<file path="config.mk">
export PLATFORM = sky130hd
export DESIGN_NAME = dm_access_ctrl
export DESIGN_NICKNAME = d
export VERILOG_FILES = /design/src/rtl/dm_ctrl_pkg.sv /design/src/rtl/dm_timeout_cnt.sv /design/src/rtl/dm_access_ctrl.sv
export SDC_FILE = /design/constraint.sdc
export NUM_CORES = 1
export LEC_CHECK = 0
export ABC_AREA = 1
export BUFFER_PORTS_ARGS = -buffer_cell sky130_fd_sc_hd__buf_2
export CORE_UTILIZATION = 45
export CTS_CLUSTER_SIZE = 8
export DETAILED_ROUTE_END_ITERATION = 8
export GPL_ROUTABILITY_DRIVEN = 1
export HOLD_SLACK_MARGIN = 0.06
export PLACE_DENSITY = 0.89
export SLEW_MARGIN = 25
export SYNTH_ARGS = -nofsm -noshare
export SYNTH_HDL_FRONTEND = slang
export SYNTH_HIERARCHICAL = 1
export SYNTH_SLANG_ARGS = --single-unit
</file>
<file path="constraint.sdc">
create_clock -name clk -period 3.2 [get_ports clk]
set_input_delay 0.16 -clock clk [delete_from_list [all_inputs] [get_ports clk]]
set_output_delay 0.16 -clock clk [all_outputs]
set_load 0.005 [all_outputs]
</file>
<file path="src/rtl/dm_ctrl_pkg.sv">
// Shared types, default widths and helpers for the data-memory access sequencer.
package dm_ctrl_pkg;

  typedef enum logic [1:0] {
    ST_IDLE = 2'd0,
    ST_REQ  = 2'd1,
    ST_WAIT = 2'd2,
    ST_DONE = 2'd3
  } dm_state_e;

  localparam int unsigned DM_ADDR_W         = 32;
  localparam int unsigned DM_DATA_W         = 32;
  localparam int unsigned DM_TIMEOUT_CYCLES = 255;

  function automatic int unsigned strb_width(input int unsigned data_w);
    return data_w / 32'd8;
  endfunction

endpackage

</file>
<file path="src/rtl/dm_timeout_cnt.sv">
// Per-access wait counter; expired flags the cycle whose increment reaches the limit.
module dm_timeout_cnt #(
  parameter int unsigned CNT_W = 8
) (
  input  logic             clk,
  input  logic             rst,
  input  logic             clear,
  input  logic             enable,
  input  logic [CNT_W-1:0] limit,
  output logic             expired
);

  logic [CNT_W-1:0] count;

  // Wait-cycle counter, restarted at each phase of an access
  always_ff @(posedge clk or posedge rst) begin
    if (rst) begin
      count <= '0;
    end else if (clear) begin
      count <= '0;
    end else if (enable) begin
      count <= count + CNT_W'(1);
    end else begin
      count <= count;
    end
  end

  assign expired = enable && ((count + CNT_W'(1)) == limit);

endmodule

</file>
<file path="src/rtl/dm_access_ctrl.sv">
// Sequences EX/MEM loads/stores onto a request/ready data memory and stalls the pipeline meanwhile.
// Optional watchdog enabled by defining DM_TIMEOUT_EN.
module dm_access_ctrl
  import dm_ctrl_pkg::*;
#(
  parameter  int unsigned ADDR_W         = DM_ADDR_W,
  parameter  int unsigned DATA_W         = DM_DATA_W,
  parameter  int unsigned TIMEOUT_CYCLES = DM_TIMEOUT_CYCLES,
  localparam int unsigned STRB_W         = strb_width(DATA_W)
) (
  input  logic              clk,
  input  logic              rst,
  input  logic              EX_MEM_mem_r,
  input  logic              EX_MEM_mem_w,
  input  logic              EX_MEM_flush,
  input  logic [ADDR_W-1:0] EX_MEM_addr,
  input  logic [DATA_W-1:0] EX_MEM_wdata,
  input  logic [STRB_W-1:0] EX_MEM_wstrb,
  output logic              EX_MEM_reg_disable_stall,
  output logic [DATA_W-1:0] load_data,
  output logic              load_valid,
  output logic              dm_req,
  output logic              dm_we,
  output logic [ADDR_W-1:0] dm_addr,
  output logic [DATA_W-1:0] dm_wdata,
  output logic [STRB_W-1:0] dm_wstrb,
  input  logic              dm_ready,
  input  logic              dm_rvalid,
  input  logic [DATA_W-1:0] dm_rdata,
  output logic              dm_err
);

  dm_state_e state;
  dm_state_e state_next;
  logic      start;
  logic      timeout_hit;
  logic      timeout_expired;

  // A flush in IDLE kills the access before it is launched
  assign start = (EX_MEM_mem_r | EX_MEM_mem_w) & ~EX_MEM_flush;

`ifdef DM_TIMEOUT_EN
  localparam int unsigned CNT_W = $clog2(TIMEOUT_CYCLES + 1);

  dm_timeout_cnt #(.CNT_W(CNT_W)) u_timeout (
    .clk    (clk),
    .rst    (rst),
    .clear  ((state == ST_IDLE && start) || (state == ST_REQ && dm_ready)),
    .enable (state == ST_REQ || state == ST_WAIT),
    .limit  (CNT_W'(TIMEOUT_CYCLES)),
    .expired(timeout_expired)
  );
`else
  // Without the watchdog an access waits for the memory indefinitely
  assign timeout_expired = 1'b0 & (TIMEOUT_CYCLES == 32'd0);
`endif

  // State register
  always_ff @(posedge clk or posedge rst) begin
    if (rst) begin
      state <= ST_IDLE;
    end else begin
      state <= state_next;
    end
  end

  // Next-state logic; a real handshake wins over a simultaneous watchdog expiry
  always_comb begin
    state_next  = state;
    timeout_hit = 1'b0;
    case (state)
      ST_IDLE: begin
        if (start) state_next = ST_REQ;
        else       state_next = ST_IDLE;
      end
      ST_REQ: begin
        if (dm_ready) begin
          state_next = dm_we ? ST_DONE : ST_WAIT;
        end else if (timeout_expired) begin
          state_next  = ST_DONE;
          timeout_hit = 1'b1;
        end else begin
          state_next = ST_REQ;
        end
      end
      ST_WAIT: begin
        if (dm_rvalid) begin
          state_next = ST_DONE;
        end else if (timeout_expired) begin
          state_next  = ST_DONE;
          timeout_hit = 1'b1;
        end else begin
          state_next = ST_WAIT;
        end
      end
      ST_DONE: state_next = ST_IDLE;
      default: state_next = ST_IDLE;
    endcase
  end

  // Stall is combinational in IDLE so the hazard unit freezes the cycle the access arrives
  always_comb begin
    EX_MEM_reg_disable_stall = 1'b0;
    if (rst) begin
      EX_MEM_reg_disable_stall = 1'b0;
    end else begin
      case (state)
        ST_IDLE:          EX_MEM_reg_disable_stall = start;
        ST_REQ, ST_WAIT:  EX_MEM_reg_disable_stall = 1'b1;
        ST_DONE:          EX_MEM_reg_disable_stall = 1'b0;
        default:          EX_MEM_reg_disable_stall = 1'b0;
      endcase
    end
  end

  // Registered memory request, load return and error outputs
  always_ff @(posedge clk or posedge rst) begin
    if (rst) begin
      dm_req     <= 1'b0;
      dm_we      <= 1'b0;
      dm_addr    <= '0;
      dm_wdata   <= '0;
      dm_wstrb   <= '0;
      load_data  <= '0;
      load_valid <= 1'b0;
      dm_err     <= 1'b0;
    end else begin
      dm_req     <= (state_next == ST_REQ);
      load_valid <= (state_next == ST_DONE) && !dm_we;
      dm_err     <= timeout_hit;
      if (state == ST_IDLE && start) begin
        dm_we    <= ~EX_MEM_mem_r;
        dm_addr  <= EX_MEM_addr;
        dm_wdata <= EX_MEM_wdata;
        dm_wstrb <= EX_MEM_wstrb;
      end
      if (state == ST_WAIT && dm_rvalid) begin
        load_data <= dm_rdata;
      end else if (timeout_hit && !dm_we) begin
        load_data <= '0;
      end
    end
  end

endmodule

</file>
==> out/results.md, run 1 <==
| Result | This run |
|---|---|
| Result of the run | complete, but fails checks |
| Failing checks | design-rule violations |
| Routability Congestion | 0.739 |
| Filler cell count in the final layout | 590 |
| ANT nets after route | 0 |
| TritonRoute pass-1 iters | 8 |
| Crit-path max FO | 72 |
| Number of gates resized after CTS | 0 |
| # rows | 34 |
| Cell area power density | 791 nW/um^2 |
| Period minus WS final | 2.03 ns |
| Number of input and output port buffers inserted | 210 |
| Type of the tightest min-delay check | primary input to flip-flop |
| Post-Layout Inst Area | 6300 sq um |
| Async set or reset register ratio after synthesis | 100% |
| Commonest cells in the synthesized netlist | sky130_fd_sc_hd__dfrtp_1 (105), sky130_fd_sc_hd__nand2_1 (77), sky130_fd_sc_hd__inv_1 (74) |
| Number of nets in the layout | 793 |
| Signed area change from the synthesized netlist to the final layout | 51.4% |
| Most used flip-flop cell after synthesis | sky130_fd_sc_hd__dfrtp_1 |
| Placed wire-length estimate | 6530 um |
| Category of the worst setup path capture point | flip-flop |
| # hold bufs at CTS | 88 |
| # Max-Cap Violations | 0 |
| Unrepaired setup endpoints after global routing | no |
| Clock network latency to the later pin of the worst-skew pair | 0.35 ns |
| Worst supply voltage drop on vdd | 0.385 mV |
| CTS sink count | 105 |
| Final setup TNS | 0 ns |
| Area contributors post-synth | sky130_fd_sc_hd__dfrtp_1 (63%), sky130_fd_sc_hd__mux2_2 (8.7%), sky130_fd_sc_hd__o21ai_0 (7.2%) |
| Number of top-level design ports | 212 |
| Vertical die dimension | 98.2 um |
| Final WL | 11,700 um |
| Final count of hold timing violations | 0 |
| Wirelength per Cell | 14.7 um |
| Fraction of synthesized area in multiplexers | 8.66% |
| Number of distinct library cell variants in the gate-level netlist after synthesis | 16 |
| Die Outline Area | 9640 sq um |
| Ys Warns | 6 |
| Post-CTS setup buffers | 0 |
| Headroom to the max-slew limit | 47.6% |
| Remaining global-route overflow | 0 |
| WP data required | 3.42 ns |
| Vias per cell | 4.72 |
| Clk_skew | 0.00959 ns |
| Main combinational cell family by area after synthesis | buffers and inverters |
| Via count of the routed design | 3,751 |
| Cell at the root of the clock tree | sky130_fd_sc_hd__clkbuf_8 |
| Share of synthesized cell area in full adder, half adder and majority cells | 1.20% |
| Crit path kind | flip-flop to flip-flop |
| Fin crit share | 63.3% |
| Placed instance area | 5230 sq um |
| Synthesized Nets | 500 |
| Number of synthesized flops with an enable pin | 0 |
| Netlist Area Pre-Place | 4160 sq um |
| Data arrival time of the worst path | 2.24 ns |
| Simple-gate portion of the synthesized area | 7.57% |
| Global-route total usage across every layer | 24.6% |
| Global-route wire length before repair | 18,500 um |
| Synth Area per Inst | 10.7 sq um |
| Area share of the largest cell type after synthesis | 63.1% |
| Total Power Consumption | 4.98 mW |
| Startpoint class of the critical path | flip-flop |
| Number of global-route vias before repair | 3,937 |
| TritonCTS clock tree | done |
| Pleak | 3.49 nW |
| Number of buffers created by CTS | 9 |
| Library cell with the largest summed area after synthesis | sky130_fd_sc_hd__dfrtp_1 |
| Least-Margin Pin Slew | 0.786 ns |
| Post-CTS clock slew at the launch and capture registers of the worst setup and hold paths | 0.10 ns |
| Fmax achieved | 0.494 GHz |
| Setup-failing EPs final | 0 |
| Number of antenna violations at the first check in global routing | 0 |
| Pin count of the biggest net entering global routing | 93 |
| Slew Viols, Final | 0 |
| Initial standard-cell utilization of the core | 47.0% |
| CTS H-tree depth | 3 |
| Sequential-to-total area share from yosys stat | 63.1% |
| Top-count cell post-synth | sky130_fd_sc_hd__dfrtp_1 |
| Width of the die | 98.2 um |
| Syn Inst Count | 389 |
| Worst hold-check slack | 0.0708 ns |
| Fraction of synthesized cell area in xor and xnor cells | 0% |
| Total core area | 8850 sq um |
| Drt initial violations | 108 |
| Compound-cell area share of the yosys netlist | 8.78% |
| Number of synthesized register bits | 105 |
| Buffer depth of the longest clock path | 2 |
| Ratio of cells with drive above 1 in the final layout | 37.8% |
| Number of antenna repair diodes | 0 |
| DRC violations left | 13 |
-- registers in the layout (all words and copies together), names as in the netlist --
register,count
load_data,32
dm_wstrb,4
load_valid,1
dm_req,1
dm_addr,32
state,2
dm_wdata,32
dm_we,1
-- stage by stage --
| stage | utilization (%) | worst slack (ns) | instances |
|---|---|---|---|
| 4_1_cts | 71.2 | 1.20 | 795 |
| 5_1_grt | 71.2 | 0.929 | 795 |
| 2_1_floorplan | - | 0.279 | 389 |
| 6_report | 71.2 | 1.17 | 795 |
| 3_5_place_dp | 59.1 | 1.21 | 691 |
| 3_3_place_gp | 59.1 | 1.33 | 691 |
-- worst max-delay path, cell delays in order, from the launching register on --
cell and delay, ns:
sky130_fd_sc_hd__dfrtp_1 0.43, sky130_fd_sc_hd__inv_1 0.12, sky130_fd_sc_hd__ha_1 0.20, sky130_fd_sc_hd__nand3_4 0.48
sky130_fd_sc_hd__buf_12 0.42, sky130_fd_sc_hd__nand2_1 0.11, sky130_fd_sc_hd__o21ai_0 0.09
-- cells by family (layout without fill, tap and decap cells) --
| family | count (synthesis) | in the layout |
|---|---|---|
| buffers and inverters | 93 | 391 |
| DFF | 105 | 105 |
| adders and majority gates | 4 | 4 |
| AOI/OAI and AO/OA | 73 | 73 |
| other | 1 | 1 |
| muxes | 32 | 32 |
| and+or+nand+nor | 81 | 81 |
-- per-layer routing --
metal	up-vias	GRT usage [%]	routed length (um)
met5	-	0	0
met4	0	14.5	505
met3	51	4.80	732
met2	175	44.0	5960
met1	1744	27.1	4470
li1	1781	-	-
-- cell usage in the layout (no fill, tap or decap), types with 4 or more instances in the layout --
| cell | n |
|---|---|
| sky130_fd_sc_hd__mux2_2 | 32 |
| sky130_fd_sc_hd__dlygate4sd3_1 | 88 |
| sky130_fd_sc_hd__buf_2 | 210 |
| sky130_fd_sc_hd__o21ai_0 | 60 |
| sky130_fd_sc_hd__nand2_1 | 77 |
| sky130_fd_sc_hd__dfrtp_1 | 105 |
| sky130_fd_sc_hd__clkbuf_8 | 9 |
| sky130_fd_sc_hd__inv_1 | 73 |
| sky130_fd_sc_hd__ha_1 | 4 |
| sky130_fd_sc_hd__o21ai_1 | 10 |
-- report_power, final --
| group | switching (mW) | internal, mW |
|---|---|---|
| combinational | 0.912 | 0.948 |
| clock | 0.435 | 0.365 |
| sequential | 0.358 | 1.97 |
| total | 1.70 | 3.28 |
-- final cells by class --
type,instances,area (sq um),area share (%)
Sequential cell,105,2630,41.7
Timing Repair Buffer,301,1970,31.2
Multi-Input combinational cell,191,1100,17.5
Inverter,74,283,4.49
Clock buffer,12,135,2.14
Tap cell,108,135,2.14
Clock inverter,4,53.8,0.854
-- path summary, 6_finish.rpt --
kind / from / to / slack, ns / cells after the start
hold reg to reg: dm_addr[8]$_DFFE_PP0P_ / dm_addr[8]$_DFFE_PP0P_ / 0.49 / 2
setup / recovery: state[0]$_DFF_PP0_ / dm_wdata[16]$_DFFE_PP0P_ / 1.17 / 6
min in group asynchronous: rst / load_data[6]$_DFFE_PP0P_ / 0.52 / 3
hold / removal: EX_MEM_addr[1] / dm_addr[1]$_DFFE_PP0P_ / 0.07 / 3
setup reg to reg: state[0]$_DFF_PP0_ / dm_wdata[16]$_DFFE_PP0P_ / 1.17 / 6
max in group asynchronous: rst / dm_addr[6]$_DFFE_PP0P_ / 1.93 / 4
(Power assumes the default switching activity.)
==> run 2: changes to the inputs <==
clock period = 1.9 ns   (was 3.2 ns; I/O delays follow)
==> run 2 against run 1 <==
Against the previous run:
- the flow still finishes with violations (design-rule violations)
- combinational power up 74%
- first-iteration DRC count up 26%
- register-to-register slack worse by 0.90 ns
- setup slack worse by 0.90 ns
==> out/results.md, run 2 (synthesis results as in run 1) <==
| Result | This run | Change |
|---|---|---|
| Result of the run | complete, but fails checks |  |
| Failing checks | design-rule violations |  |
| Combinational fraction of design power | 37.4% | about the same |
| Cell at the root of the clock tree | sky130_fd_sc_hd__clkbuf_8 |  |
| Most common cell after layout, fill and taps aside | sky130_fd_sc_hd__buf_2 |  |
| Switching power share of the total | 33.3% | -0.95 points |
| Ratio of cells with drive above 1 in the final layout | 37.5% | -0.33 points |
| Data arrival time of the worst path | 1.84 ns | -0.40 ns |
| Utilization after layout | 73.8% | +2.6 points |
| Number of global-route vias before repair | 3,947 | +0.25% |
| Vertical die dimension | 98.2 um | unchanged |
| # rows | 34 | unchanged |
| Number of nets in the layout | 809 | +2.0% |
| Leading cell types in the layout, fill and taps excluded | sky130_fd_sc_hd__buf_2 (210), sky130_fd_sc_hd__dfrtp_1 (105), sky130_fd_sc_hd__dlygate4sd3_1 (102) |  |
| Final count of hold timing violations | 0 | unchanged |
| Least-Margin Pin Slew | 0.535 ns | -0.251 ns |
| DRC violations left | 14 | +1 |
| Final setup TNS | 0 ns | unchanged |
| Cell count after placement | 693 | +0.29% |
| Total area of sequential cells | 2630 sq um | unchanged |
| Category of the worst setup path capture point | flip-flop |  |
| Wirelength per Cell | 14.3 um | -2.4% |
| Clk_skew | 0.0156 ns | +0.00605 ns |
| CTS sink count | 105 | unchanged |
| Unrepaired setup endpoints after global routing | no |  |
| Pleak | 3.60 nW | +3.1% |
| Headroom to the max-slew limit | 64.4% | +17 points |
| Vias per cell | 4.63 | -1.9% |
| Number of antenna repair diodes | 0 | unchanged |
| Fmax achieved | 0.614 GHz | +24% |
| Number of gates resized after CTS | 0 | unchanged |
| Slew Viols, Final | 0 | unchanged |
| Remaining global-route overflow | 0 | unchanged |
| Total core area | 8850 sq um | unchanged |
| Placed wire-length estimate | 6790 um | +3.9% |
| TritonCTS clock tree | done |  |
| Global-route wire length before repair | 18,600 um | +0.30% |
| Type of the tightest min-delay check | primary input to flip-flop |  |
| Worst supply voltage drop on vdd | 0.640 mV | +66% |
| CTS H-tree depth | 3 | unchanged |
| Startpoint class of the critical path | flip-flop |  |
| Multi-input combinational cell area | 1100 sq um | unchanged |
| Switching Power | 2.87 mW | +68% |
| Crit path kind | flip-flop to flip-flop |  |
| Signed area change from the synthesized netlist to the final layout | 57.0% |  |
| Number of input and output port buffers inserted | 210 | unchanged |
| Final non-filler cell total | 809 | +1.8% |
| Buffer depth of the longest clock path | 2 | unchanged |
| Number of top-level design ports | 212 | unchanged |
| Fin crit share | 85.7% | +22 points |
| WP data required | 2.11 ns | -1.31 ns |
| Routability Congestion | 0.766 | +3.5% |
| Final WL | 11,600 um | -0.70% |
| Post-CTS clock slew at the launch and capture registers of the worst setup and hold paths | 0.09 ns | about the same |
| TritonRoute pass-1 iters | 9 | +1 |
| Power share of the sequential group | 45.2% | -1.4 points |
| Number of buffers created by CTS | 9 | unchanged |
| # Max-Cap Violations | 0 | unchanged |
| Die Outline Area | 9640 sq um | unchanged |
| Cell area power density | 1320 nW/um^2 | +67% |
| Post-CTS setup buffers | 0 | unchanged |
| Registers with the highest flip-flop counts | dm_addr x32, dm_wdata x32, load_data x32 |  |
| ANT nets after route | 0 | unchanged |
| Via count of the routed design | 3,743 | -0.21% |
| Pin count of the biggest net entering global routing | 106 | +14% |
| P_int | 5.76 mW | +76% |
| Total Power Consumption | 8.63 mW | +73% |
| Setup-failing EPs final | 0 | unchanged |
| Global-route total usage across every layer | 24.6% | +0.031 points |
| Filler cell count in the final layout | 557 | -5.6% |
| Period minus WS final | 1.63 ns | -0.396 ns |
| Crit-path max FO | 40 | -44% |
| Clock network fraction of total power | 17.4% | +1.4 points |
| Clock network latency to the later pin of the worst-skew pair | 0.35 ns | about the same |
| Width of the die | 98.2 um | unchanged |
| Number of antenna violations at the first check in global routing | 0 | unchanged |
| Initial standard-cell utilization of the core | 47.0% | unchanged |
| Drt initial violations | 136 | +26% |
==> run 2: cell count changes in the layout (fill, tap and decap cells not counted) <==
cell,before,now
sky130_fd_sc_hd__clkbuf_1,3,0
sky130_fd_sc_hd__bufinv_16,1,2
sky130_fd_sc_hd__buf_4,2,0
sky130_fd_sc_hd__dlygate4sd3_1,88,102
sky130_fd_sc_hd__clkinvlp_4,2,1
sky130_fd_sc_hd__buf_12,1,5
sky130_fd_sc_hd__clkbuf_8,9,10
==> run 2: path summary, 6_finish.rpt <==
check                                        startpoint  cells after the start  slack [ns]                 endpoint
worst min register to register  dm_wdata[6]$_DFFE_PP0P_                      2        0.49  dm_wdata[6]$_DFFE_PP0P_
worst min-delay path                           dm_ready                      3        0.15       state[1]$_DFF_PP0_
max in group asynchronous                           rst                      4        1.02   dm_addr[7]$_DFFE_PP0P_
min in group asynchronous                           rst                      4        0.48         dm_req$_DFF_PP0_
worst max register to register       state[0]$_DFF_PP0_                      6        0.27  dm_wdata[9]$_DFFE_PP0P_
worst max-delay path                 state[0]$_DFF_PP0_                      6        0.27  dm_wdata[9]$_DFFE_PP0P_
==> run 2: power by group through the flow <==
stage               Combinational, mW  Clock (mW)  Sequential (mW)
CTS                              3.20        1.53             3.88
global route                     3.60        1.64             4.01
detailed placement               3.04           0             3.91
floorplan                        1.46           0             3.97
global placement                 2.88           0             3.84
finish                           3.23        1.50             3.90
==> run 2: critical path, stage by stage (launching register included) <==
cell and delay (ns):
sky130_fd_sc_hd__dfrtp_1 0.42, sky130_fd_sc_hd__inv_1 0.13, sky130_fd_sc_hd__ha_1 0.21, sky130_fd_sc_hd__nand3_4 0.28
sky130_fd_sc_hd__buf_12 0.28, sky130_fd_sc_hd__nand2_1 0.07, sky130_fd_sc_hd__o21ai_0 0.10
==> run 2: per-stage QoR <==
step	setup WS, ns	hold WS (ns)	instance area, sq um
5_1_grt	0.151	0.136	6530
4_1_cts	0.260	0.122	6530
3_3_place_gp	0.396	0.303	5300
6_report	0.271	0.146	6530
3_5_place_dp	0.242	0.316	5300
2_1_floorplan	0.450	0.203	4170
==> run 2: what timing repair did <==
item / 4_1_cts / 5_1_grt
endpoints found under the setup margin: 0 / 0
hold endpoints to repair: 206 / 0
hold buffers: 102 / 0
==> run 2: routing by layer <==
metal | GRT usage [%] | up-vias | routed length [um]
li1 | - | 1809 | -
met1 | 27.1 | 1734 | 4480
met2 | 45.2 | 163 | 6010
met3 | 5.30 | 37 | 720
met4 | 11.5 | 0 | 381
met5 | 0 | - | 0
==> run 2: area by class of cell <==
class / instances / share of cell area [%]
Sequential cell: 105 / 40.2
Multi-Input combinational cell: 191 / 16.9
Clock buffer: 10 / 2.11
Tap cell: 108 / 2.07
Timing Repair Buffer: 317 / 33.2
Inverter: 74 / 4.31
Clock inverter: 4 / 1.19
